==> config.mk <==
export PLATFORM = sky130hd
export DESIGN_NAME = load_store_unit
export DESIGN_NICKNAME = d
export VERILOG_FILES = /design/src/rtl/mem_access_pkg.sv /design/src/rtl/mem_lane_align.sv /design/src/rtl/load_store_unit.sv
export SDC_FILE = /design/constraint.sdc
export NUM_CORES = 1
export LEC_CHECK = 0
export ABC_AREA = 1
export CAP_MARGIN = 0
export CORE_MARGIN = 2
export CORE_UTILIZATION = 40
export DETAILED_ROUTE_END_ITERATION = 16
export PLACE_DENSITY = 0.78
export SLEW_MARGIN = 10
export SYNTH_ARGS = -nofsm -noshare
export SYNTH_HDL_FRONTEND = slang
export SYNTH_SLANG_ARGS = --single-unit
export TNS_END_PERCENT = 10
==> constraint.sdc <==
create_clock -name clk -period 1.7 [get_ports clk]
set_input_delay 0.34 -clock clk [delete_from_list [all_inputs] [get_ports clk]]
set_output_delay 0.34 -clock clk [all_outputs]
set_load 0.01 [all_outputs]
==> src/rtl/mem_access_pkg.sv <==
// Shared encodings for the memory-stage load/store path: access sizes,
// controller FSM states and the word-align mask.
package mem_access_pkg;

  localparam logic [1:0]  SZ_BYTE         = 2'b00;
  localparam logic [1:0]  SZ_HALF         = 2'b01;
  localparam logic [1:0]  SZ_WORD         = 2'b10;
  localparam logic [31:0] WORD_ALIGN_MASK = 32'hFFFF_FFFC;

  typedef enum logic [2:0] {
    ST_IDLE = 3'd0,
    ST_RD   = 3'd1,
    ST_CAP  = 3'd2,
    ST_WR   = 3'd3,
    ST_RESP = 3'd4
  } lsu_state_e;

endpackage

==> src/rtl/mem_lane_align.sv <==
// Combinational lane steering: extracts/extends load data from a memory word
// and merges right-justified store data into a memory word.
module mem_lane_align
  import mem_access_pkg::*;
(
  input  logic [1:0]  lane,
  input  logic [1:0]  size,
  input  logic        is_signed,
  input  logic [31:0] old_word,
  input  logic [31:0] store_data,
  output logic [31:0] load_word,
  output logic [31:0] store_word
);

  logic [7:0]  byte_s;
  logic [15:0] half_s;

  // Load path: pick the addressed lane, then sign- or zero-extend.
  always_comb begin
    byte_s = 8'd0;
    case (lane)
      2'd0:    byte_s = old_word[7:0];
      2'd1:    byte_s = old_word[15:8];
      2'd2:    byte_s = old_word[23:16];
      2'd3:    byte_s = old_word[31:24];
      default: byte_s = 8'd0;
    endcase
    if (lane[1]) begin
      half_s = old_word[31:16];
    end else begin
      half_s = old_word[15:0];
    end
    case (size)
      SZ_BYTE: load_word = {{24{is_signed & byte_s[7]}}, byte_s};
      SZ_HALF: load_word = {{16{is_signed & half_s[15]}}, half_s};
      default: load_word = old_word;
    endcase
  end

  // Store path: overwrite only the addressed lane(s) of the old word.
  always_comb begin
    store_word = old_word;
    case (size)
      SZ_BYTE: begin
        case (lane)
          2'd0:    store_word[7:0]   = store_data[7:0];
          2'd1:    store_word[15:8]  = store_data[7:0];
          2'd2:    store_word[23:16] = store_data[7:0];
          2'd3:    store_word[31:24] = store_data[7:0];
          default: store_word        = old_word;
        endcase
      end
      SZ_HALF: begin
        if (lane[1]) begin
          store_word[31:16] = store_data[15:0];
        end else begin
          store_word[15:0] = store_data[15:0];
        end
      end
      SZ_WORD: store_word = store_data;
      default: store_word = old_word;
    endcase
  end

endmodule

==> src/rtl/load_store_unit.sv <==
// Memory-stage load/store controller: one request at a time, read-modify-write
// for sub-word stores, lane-extracted loads, and rejection of bad accesses.
module load_store_unit
  import mem_access_pkg::*;
#(
  parameter int unsigned MEM_BYTES = 1024
) (
  input  logic        clk,
  input  logic        reset,
  input  logic        req_valid,
  output logic        req_ready,
  input  logic        req_write,
  input  logic [1:0]  req_size,
  input  logic        req_signed,
  input  logic [31:0] req_addr,
  input  logic [31:0] req_wdata,
  output logic        resp_valid,
  output logic [31:0] resp_rdata,
  output logic        resp_err,
  output logic [31:0] mem_addr,
  output logic [31:0] mem_wdata,
  output logic        mem_rw,
  output logic        mem_en,
  input  logic [31:0] mem_rdata
);

  localparam logic [32:0] MEM_LIMIT = 33'(MEM_BYTES);

  lsu_state_e  state_r, state_next_s;
  logic [31:0] addr_r, wdata_r, hold_r;
  logic [1:0]  size_r;
  logic        signed_r, write_r;

  logic        accept_s, req_err_s;
  logic [31:0] req_base_s;
  logic [32:0] req_last_s;
  logic [31:0] align_old_s, load_word_s, store_word_s;

  assign req_ready = (state_r == ST_IDLE);
  assign accept_s  = req_valid && req_ready;

  // Acceptance-time error check; last byte computed in 33 bits so top-of-space addresses cannot wrap.
  always_comb begin
    req_base_s = req_addr & WORD_ALIGN_MASK;
    req_last_s = {1'b0, req_base_s} + 33'd3;
    req_err_s  = (req_size == 2'b11)
              || ((req_size == SZ_HALF) && req_addr[0])
              || ((req_size == SZ_WORD) && (req_addr[1:0] != 2'b00))
              || (req_last_s >= MEM_LIMIT);
  end

  // In CAP the fresh memory word feeds the aligner directly; in WR the held copy does.
  always_comb begin
    if (state_r == ST_CAP) begin
      align_old_s = mem_rdata;
    end else begin
      align_old_s = hold_r;
    end
  end

  mem_lane_align u_align (
    .lane       (addr_r[1:0]),
    .size       (size_r),
    .is_signed  (signed_r),
    .old_word   (align_old_s),
    .store_data (wdata_r),
    .load_word  (load_word_s),
    .store_word (store_word_s)
  );

  // Next-state logic.
  always_comb begin
    state_next_s = state_r;
    case (state_r)
      ST_IDLE: begin
        if (!accept_s) begin
          state_next_s = ST_IDLE;
        end else if (req_err_s) begin
          state_next_s = ST_RESP;
        end else if (req_write && (req_size == SZ_WORD)) begin
          state_next_s = ST_WR;
        end else begin
          state_next_s = ST_RD;
        end
      end
      ST_RD:   state_next_s = ST_CAP;
      ST_CAP: begin
        if (write_r) begin
          state_next_s = ST_WR;
        end else begin
          state_next_s = ST_RESP;
        end
      end
      ST_WR:   state_next_s = ST_RESP;
      ST_RESP: state_next_s = ST_IDLE;
      default: state_next_s = ST_IDLE;
    endcase
  end

  // Memory port decode from the state and holding registers.
  always_comb begin
    mem_en    = 1'b0;
    mem_rw    = 1'b0;
    mem_addr  = 32'd0;
    mem_wdata = 32'd0;
    case (state_r)
      ST_RD: begin
        mem_en   = 1'b1;
        mem_addr = addr_r & WORD_ALIGN_MASK;
      end
      ST_WR: begin
        mem_en    = 1'b1;
        mem_rw    = 1'b1;
        mem_addr  = addr_r & WORD_ALIGN_MASK;
        mem_wdata = store_word_s;
      end
      default: begin
        mem_en = 1'b0;
      end
    endcase
  end

  // State, request capture, holding register and one-cycle response pulse.
  always_ff @(posedge clk) begin
    if (reset) begin
      state_r    <= ST_IDLE;
      addr_r     <= 32'd0;
      wdata_r    <= 32'd0;
      hold_r     <= 32'd0;
      size_r     <= 2'b00;
      signed_r   <= 1'b0;
      write_r    <= 1'b0;
      resp_valid <= 1'b0;
      resp_err   <= 1'b0;
      resp_rdata <= 32'd0;
    end else begin
      state_r    <= state_next_s;
      resp_valid <= 1'b0;
      resp_err   <= 1'b0;
      resp_rdata <= 32'd0;
      if (accept_s) begin
        addr_r   <= req_addr;
        wdata_r  <= req_wdata;
        size_r   <= req_size;
        signed_r <= req_signed;
        write_r  <= req_write;
      end
      if (state_r == ST_CAP) begin
        hold_r <= mem_rdata;
      end
      // Only an error enters RESP straight from IDLE; only a load enters it from CAP.
      if (state_next_s == ST_RESP) begin
        resp_valid <= 1'b1;
        resp_err   <= (state_r == ST_IDLE);
        if (state_r == ST_CAP) begin
          resp_rdata <= load_word_s;
        end
      end
    end
  end

endmodule

==> summary.txt, run 1 <==
Setup path
  • Critical R2R Launch: state_r[0]$_SDFF_PP0_
  • Crit path depth: 10
  • Buf/Inv on CP: 4
  • CP max-delay cell: dfxtp_4
  • Crit-path max FO: 6
  • Req. time, crit path: 1.36 ns
  • CP Capture Type: output port
  • Most frequent cell on the critical path: a21oi_2
  • CP startpoint: size_r[0]$_SDFFE_PP0P_
  • Cells along the critical path: inv_4 -> nor2_4 -> nand2_2 -> inv_2 -> a21oi_2 -> buf_4 -> o22ai_2 -> nand2_1 -> a21oi_2 -> buf_2
  • Crit path max-delay family: buffers and inverters
  • Startpoint type of the worst setup path: flip-flop
  • Worst Path Arrival: 2.02 ns
  • Worst R2R Path Depth: 13
  • Crit-path max cell delay: 0.39 ns
  • CP Class: reg2out

Final layout
  • Final Instance Count excl. Fillers: about 1500
  • Most common cell after layout, fill and taps aside: inv_1
  • Finished layout cell area: 10900 sq um
  • Most used cells in the layout excluding fill and tap cells: inv_1, buf_4, clkdlybuf4s50_1
  • Layout cells sized above 1: 0.305
  • Layout Nets: between 1000 and 1500
  • Antenna Cells: 0
  • Area Growth Syn to Fin: 66.4%

Clocking
  • Clock root buffer master: clkbuf_16
  • Reg clk slew, reported paths: 0.06 ns
  • Later-pin clock latency in the skew report: roughly 0.43 ns
  • H-tree depth: 4
  • CTS tree: yes
  • Clk sinks: roughly 140
  • Total CTS buffers: 17
  • Clock tree buffer depth: 2

Place
  • DPL Wire Length: 17800 microns
  • IO Port Bufs: 201
  • Placed inst area: 9800 sq um
  • # placed instances: around 1500
  • RD Place Congestion: 0.999

Global routing
  • GRT Overall Usage: 0.276
  • Pin count of the biggest net entering global routing: 66
  • Vias in the first global route: 7348
  • GRT overflow: 0
  • Antenna violations before repair: 0
  • First-pass GRT wire length: about 38000 microns

Power and ir drop
  • Max VDD drop: 0.000676 V
  • NetSw: 0.00225 W
  • Cell Int Power: 0.00648 W
  • Reg power frac: 0.389
  • Switching share of power: 0.258
  • Leakage: 4.94 nW
  • Clock Power Share: 0.442
  • PwrDens: 804 nW/um^2
  • Combinational power share: 0.169

Yosys
  • Syn Inst Count: 965
  • Synth Register Bits: around 140
  • Post-synthesis sequential area ratio: 0.421
  • Synthesized cell area: roughly 6500 sq um
  • Yosys warnings: 0
  • Distinct cells, synth: 40
  • Syn Area/Cell: 6.76 sq um

Die
  • Core area: 15900 sq um
  • Site Rows: 46
  • Full die area: 17300 sq um
  • Initial Utilization: 0.411
  • Die width: 132 microns
  • I/O pin cnt: 204
  • DIE HEIGHT: 132 microns

Run status
  • Status: finished with violations
  • Failing checks: setup timing

Hold path
  • Hold_sp: addr_r[7]$_SDFFE_PP0P_
  • Hold Path Stages: 2
  • HP Class: reg2reg

Route
  • Vias/cell: 5.10
  • Initial DRC count: just under 900
  • Final antenna-violating net count: 0
  • DRC: 0
  • Drt wl/cell: ~16 microns
  • Vias: between 7000 and 8000
  • Pre-antenna DRT Iters: 8
  • Total Wirelength: 25000 microns

STA
  • Crit share post-route: 1.39
  • Fin crit period: 2.36 ns
  • Setup violators final: slightly below 90
  • Fmax: 0.423 GHz
  • Final Slew Violations: 0
  • Clk_skew: 0.00944 ns
  • RSZ-0062 raised after global routing: true
  • Final Hold Viols: 0
  • Final WS setup: -0.663 ns

Job
  • Max cap viols: 0
[power by group through the flow]
stage | logic [W] | registers [W] | clock network [W]
6_report | 0.00148 | 0.00339 | 0.00386
5_1_grt | 0.00158 | 0.00341 | 0.00403
4_1_cts | 0.00135 | 0.00339 | 0.00389
3_5_place_dp | 0.00119 | 0.00346 | 0
3_3_place_gp | 0.00117 | 0.00346 | 0
2_1_floorplan | 0.000543 | 0.00345 | 0
[metrics by stage]
stage | hold slack, ns | setup slack (ns) | utilization | TNS [ns] | power, W
2_1_floorplan | 0.421 | -0.0967 | - | -2.17 | 0.00399
3_3_place_gp | 0.437 | -0.834 | 0.617 | -33.95 | 0.00462
3_5_place_dp | 0.442 | -0.787 | 0.617 | -35.45 | 0.00465
4_1_cts | 0.451 | -0.655 | 0.676 | -29.55 | 0.00863
5_1_grt | 0.471 | -0.749 | 0.683 | -33.38 | 0.00902
6_report | 0.448 | -0.663 | 0.683 | -26.15 | 0.00873
[cell type report]
class	instances	area, sq um
multi-input cells	615	3420
well taps	216	270
fillers	1292	5030
clock inverters	10	143
repair buffers	365	3170
inverters	159	613
flip-flops and latches	137	2760
clock buffers	22	474
[worst register-to-register path: cells and delay by family (launching register included)]
family,cells,cell delay [ns]
compound gates,1,0.11
buf+inv,5,0.61
flops,1,0.36
simple gates,7,0.62
[final timing paths]
kind	to	slack, ns
worst min register to register	addr_r[7]$_SDFFE_PP0P_	0.45
worst min-delay path	addr_r[7]$_SDFFE_PP0P_	0.45
worst max-delay path	mem_wdata[18]	-0.66
worst max register to register	resp_rdata[31]$_SDFF_PP0_	-0.10
[cells by family (layout without fill, tap and decap cells)]
| group | after synthesis | in the layout | share of synthesized area |
|---|---|---|---|
| other | 1 | 2 | 0.000575 |
| AND/OR/NAND/NOR | 335 | 335 | 0.215 |
| AO/OA/AOI/OAI | 277 | 278 | 0.233 |
| buffers and inverters | 215 | 556 | 0.131 |
| flip-flops | 137 | 137 | 0.421 |
[cell usage after synthesis (all sizes together)]
cell type	n	area, sq um
inv	158	598
nand2	147	562
nor2	140	554
dfxtp	137	2740
o21ai	111	567
a21oi	107	536
clkbuf	39	146
o22ai	24	150
nand3	21	115
buf	17	109
a31oi	14	87.6
or2	12	75.1
nor3	9	56.3
o21a	7	52.6
o211ai	6	50.1
a211oi	5	47.5
nand4	4	25.0
a221oi	1	8.76
a32oi	1	8.76
and2	1	6.26
clkinv	1	3.75
conb	1	3.75
nor3b	1	7.51
o221ai	1	8.76
[state kept, by name, indices dropped and copies added (netlist names)]
name	cells
hold_r	32
wdata_r	32
state_r	3
resp_rdata	32
resp_valid	1
addr_r	32
size_r	2
write_r	1
resp_err	1
signed_r	1
[timing repair]
item                                    4_1_cts  5_1_grt
endpoints found under the setup margin       94       94
gates cloned                                  2        0
pin swaps                                    14       20
hold buffers                                  0        0
setup buffers                                13        7
gates resized for setup                     257      152
endpoints found under the hold margin         0        0
[per-layer routing]
| metal | vias up | routed length, microns | global-route usage |
|---|---|---|---|
| met5 | - | 0 | 0 |
| met2 | 450 | 11600 | 0.453 |
| met1 | 3462 | 9700 | 0.315 |
| met4 | 0 | 1390 | 0.171 |
| met3 | 108 | 2370 | 0.0829 |
| li1 | 3748 | - | - |
No activity file was read; power rests on OpenSTA's default activity.
==> run 2, diff against run 1 <==
- CTS_CLUSTER_DIAMETER: unset -> 150
==> results of run 2 <==
Same layout as run 1: the final DEF is identical, and so are final timing and power.
==> run 3, diff against run 2 <==
- PLACE_DENSITY: 0.78 -> 0.76
- SYNTH_HIERARCHICAL: unset -> 1
==> run 3 against run 2 <==
Against the previous run:
- the flow still finishes with violations (setup timing)
- sequential cell count stayed put
- synthesized cell count is 18% higher
- maximum frequency down 13%
- register-to-register slack worse by 0.65 ns
- clock skew decreased by 0.0012 ns
- sequential share of layout area down 1.9 points
- critical endpoint is now mem_wdata[31]
- highest routed layer unchanged
==> summary.txt, run 3 <==
Clocking
  • Later-pin clock latency in the skew report: 0.43 ns (about the same)
  • Reg clk slew, reported paths: 0.06 ns (about the same)
  • Hold_buf cts: 0 (unchanged)
  • Clock tree buffer depth: 2 (unchanged)
  • Total CTS buffers: 17 (unchanged)
  • H-tree depth: 4 (unchanged)
  • Clk sinks: 137 (unchanged)
  • CTS tree: yes
  • Clock root buffer master: clkbuf_16

Job
  • Max cap viols: 0 (unchanged)

Yosys
  • Number of synthesized flops with an enable pin: 0 (unchanged)
  • Synth top area share: 0.377 (-0.0432)
  • Syn Area/Cell: 6.40 sq um (-5.2%)
  • Post-synthesis sequential area ratio: 0.377 (-0.0432)
  • Synth area leader: dfxtp_1
  • Top cells by count, synth: nand2_1, inv_1, dfxtp_1, nor2_1, a21oi_1
  • Count leader, synth: nand2_1
  • Synth Flop Type: dfxtp_1
  • Synth Register Bits: 137 (unchanged)
  • Post-synth ARST share: 0 (unchanged)
  • Distinct cells, synth: 30 (-25%)
  • Synthesized cell area: 7270 sq um (+11%)
  • Syn Inst Count: 1135 (+18%)
  • Yosys warnings: 6 (+6)
  • Synth top area cells: dfxtp_1, nand2_1, inv_1, a21oi_1, nor2_1

Place
  • Placed inst area: 10700 sq um (+9.3%)
  • IO Port Bufs: 201 (unchanged)
  • RD Place Congestion: 0.966 (-3.3%)
  • Pre-CTS setup slack: -0.948 ns (-0.162 ns)
  • DPL Wire Length: 19500 microns (+9.9%)

Setup path
  • Req. time, crit path: 1.36 ns (about the same)
  • Crit path capture: mem_wdata[31]
  • CP Capture Type: output port
  • Crit-path max FO: 10 (+4)
  • R2r setup slk: -0.75 ns (-0.65 ns)
  • CP startpoint: state_r[1]$_SDFF_PP0_
  • Worst Path Arrival: 2.38 ns (+0.36 ns)
  • Critical R2R Launch: state_r[1]$_SDFF_PP0_
  • Worst R2R Path Depth: 18 (+5)
  • Startpoint type of the worst setup path: flip-flop
  • FF-to-FF End: resp_rdata[23]$_SDFF_PP0_
  • CP Class: reg2out

STA
  • Fmax: 0.368 GHz (-13%)
  • RSZ-0062 raised after global routing: true
  • Final WS setup: -1.02 ns (-0.356 ns)
  • Setup violators final: 96 (+9.1%)
  • Final Slew Violations: 0 (unchanged)
  • Fin crit period: 2.72 ns (+0.356 ns)
  • Final Hold Viols: 0 (unchanged)
  • Clk_skew: 0.00826 ns (-0.00118 ns)
  • Setup tns final: -48.73 ns (-22.59 ns)
  • Crit share post-route: 1.60 (+0.210)

Route
  • Final antenna-violating net count: 0 (unchanged)
  • Vias/cell: 4.99 (-2.0%)
  • Drt wl/cell: 15.7 microns (-4.5%)
  • Total Wirelength: 27000 microns (+7.8%)
  • Vias: 8589 (+11%)
  • Initial DRC count: 543 (-38%)
  • DRC: 0 (unchanged)
  • Pre-antenna DRT Iters: 8 (unchanged)

Hold path
  • HP Class: in2reg

Final layout
  • Finished layout cell area: 11700 sq um (+7.6%)
  • Area Growth Syn to Fin: 60.6%
  • Most used cells in the layout excluding fill and tap cells: nand2_1, inv_1, buf_4
  • FF+latch area: 2750 sq um (-0.59%)
  • # fillers: 1571 (+22%)
  • Layout cells sized above 1: 0.318 (+0.0129)
  • Antenna Cells: 0 (unchanged)
  • Util after Layout: 0.652 (-0.0310)
  • Most common cell after layout, fill and taps aside: nand2_1
  • Multi-input logic area: 3870 sq um (+13%)
  • Layout Nets: 1581 (+13%)

Global routing
  • GRT Overall Usage: 0.274 (-0.00277)
  • Pin count of the biggest net entering global routing: 71 (+7.6%)
  • GRT overflow: 0 (unchanged)
  • First-pass GRT wire length: 42200 microns (+12%)
  • Antenna violations before repair: 0 (unchanged)
  • Vias in the first global route: 8243 (+12%)

Die
  • DIE HEIGHT: 139 microns (+5.4%)
  • Full die area: 19300 sq um (+11%)
  • I/O pin cnt: 204 (unchanged)
  • Die width: 139 microns (+5.4%)
  • Core area: 17900 sq um (+13%)
  • Site Rows: 49 (+6.5%)
  • Initial Utilization: 0.406 (-0.00453)

Run status
  • Failing checks: setup timing
  • Status: finished with violations

Power and ir drop
  • Leakage: 5.28 nW (+7.0%)
  • Max VDD drop: 0.000667 V (-1.3%)
  • PwrDens: 703 nW/um^2 (-13%)
==> run 3: cell types whose count changed after synthesis, moves of 20 or more <==
cell	delta
nand2_1	+115
nand3_1	+65
o21ai_0	-50
inv_1	+43
o22ai_1	-24
buf_2	+22
or2_2	+21
clkbuf_1	-20
==> run 3: kinds of logic after synthesis <==
| logic type | share of synthesized area |
|---|---|
| flops | 0.377 |
| simple gates | 0.301 |
| compound gates | 0.171 |
| other cells | 0.000516 |
| buf+inv | 0.151 |
==> run 3: layout make-up <==
type	count	share of cell area
clock buffer	18	0.0368
clock inverter	14	0.0128
inverter	202	0.0654
multi-input combinational	732	0.332
sequential	137	0.235
tap	229	0.0245
timing repair buffer	388	0.293
==> run 3: metal layers <==
metal / vias up / track usage / wire length (microns) / share of wire
met1: 3980 / 0.333 / 10900 / 0.40
met2: 338 / 0.471 / 13200 / 0.49
met4: 0 / 0.115 / 869 / 0.032
met5: - / 0 / 0 / 0
li1: 4221 / - / - / -
met3: 50 / 0.0559 / 1970 / 0.073
==> run 3: worst min-delay path by stage <==
stage | from | endpoint | slack [ns] | cells after the start
final | reset | signed_r$_SDFFE_PP0P_ | 0.42 | 3
after global routing | reset | signed_r$_SDFFE_PP0P_ | 0.44 | 3
after detailed placement | addr_r[18]$_SDFFE_PP0P_ | addr_r[18]$_SDFFE_PP0P_ | 0.44 | 2
after global placement | addr_r[12]$_SDFFE_PP0P_ | addr_r[12]$_SDFFE_PP0P_ | 0.44 | 2
after CTS | reset | state_r[0]$_SDFF_PP0_ | 0.42 | 3
after floorplan | addr_r[29]$_SDFFE_PP0P_ | addr_r[29]$_SDFFE_PP0P_ | 0.43 | 2
==> run 3: timing repair <==
| action | CTS | global route |
|---|---|---|
| pin swaps | 20 | 31 |
| setup endpoints to repair | 97 | 100 |
| gates resized for setup | 340 | 89 |
| gates cloned | 4 | 0 |
| setup buffers | 11 | 10 |
==> run 3: metrics by stage <==
| stage | cells | hold slack, ns | power [W] |
|---|---|---|---|
| 3_3_place_gp | 1669 | 0.438 | 0.00454 |
| 3_5_place_dp | 1669 | 0.445 | 0.00456 |
| 5_1_grt | 1720 | 0.440 | 0.00849 |
| 6_report | 1720 | 0.418 | 0.00821 |
| 2_1_floorplan | 1136 | 0.430 | 0.00398 |
| 4_1_cts | 1715 | 0.417 | 0.00821 |
==> run 3: worst max-delay path, stage by stage, from the launching register on <==
cell,delay [ns]
dfxtp_2,0.34
inv_2,0.05
nor3_4,0.23
buf_6,0.13
buf_6,0.14
buf_8,0.11
or2_2,0.10
inv_2,0.04
a21oi_2,0.13
inv_1,0.08
nand2_1,0.06
o211ai_1,0.09
nand3_1,0.11
inv_1,0.06
nor2_1,0.13
buf_2,0.15
==> run 3: power by group <==
| group | internal, W | total (W) | switching (W) |
|---|---|---|---|
| Clock | 0.00216 | 0.00366 | 0.00150 |
| Sequential | 0.00333 | 0.00339 | 0.0000608 |
| Combinational | 0.000531 | 0.00116 | 0.000630 |
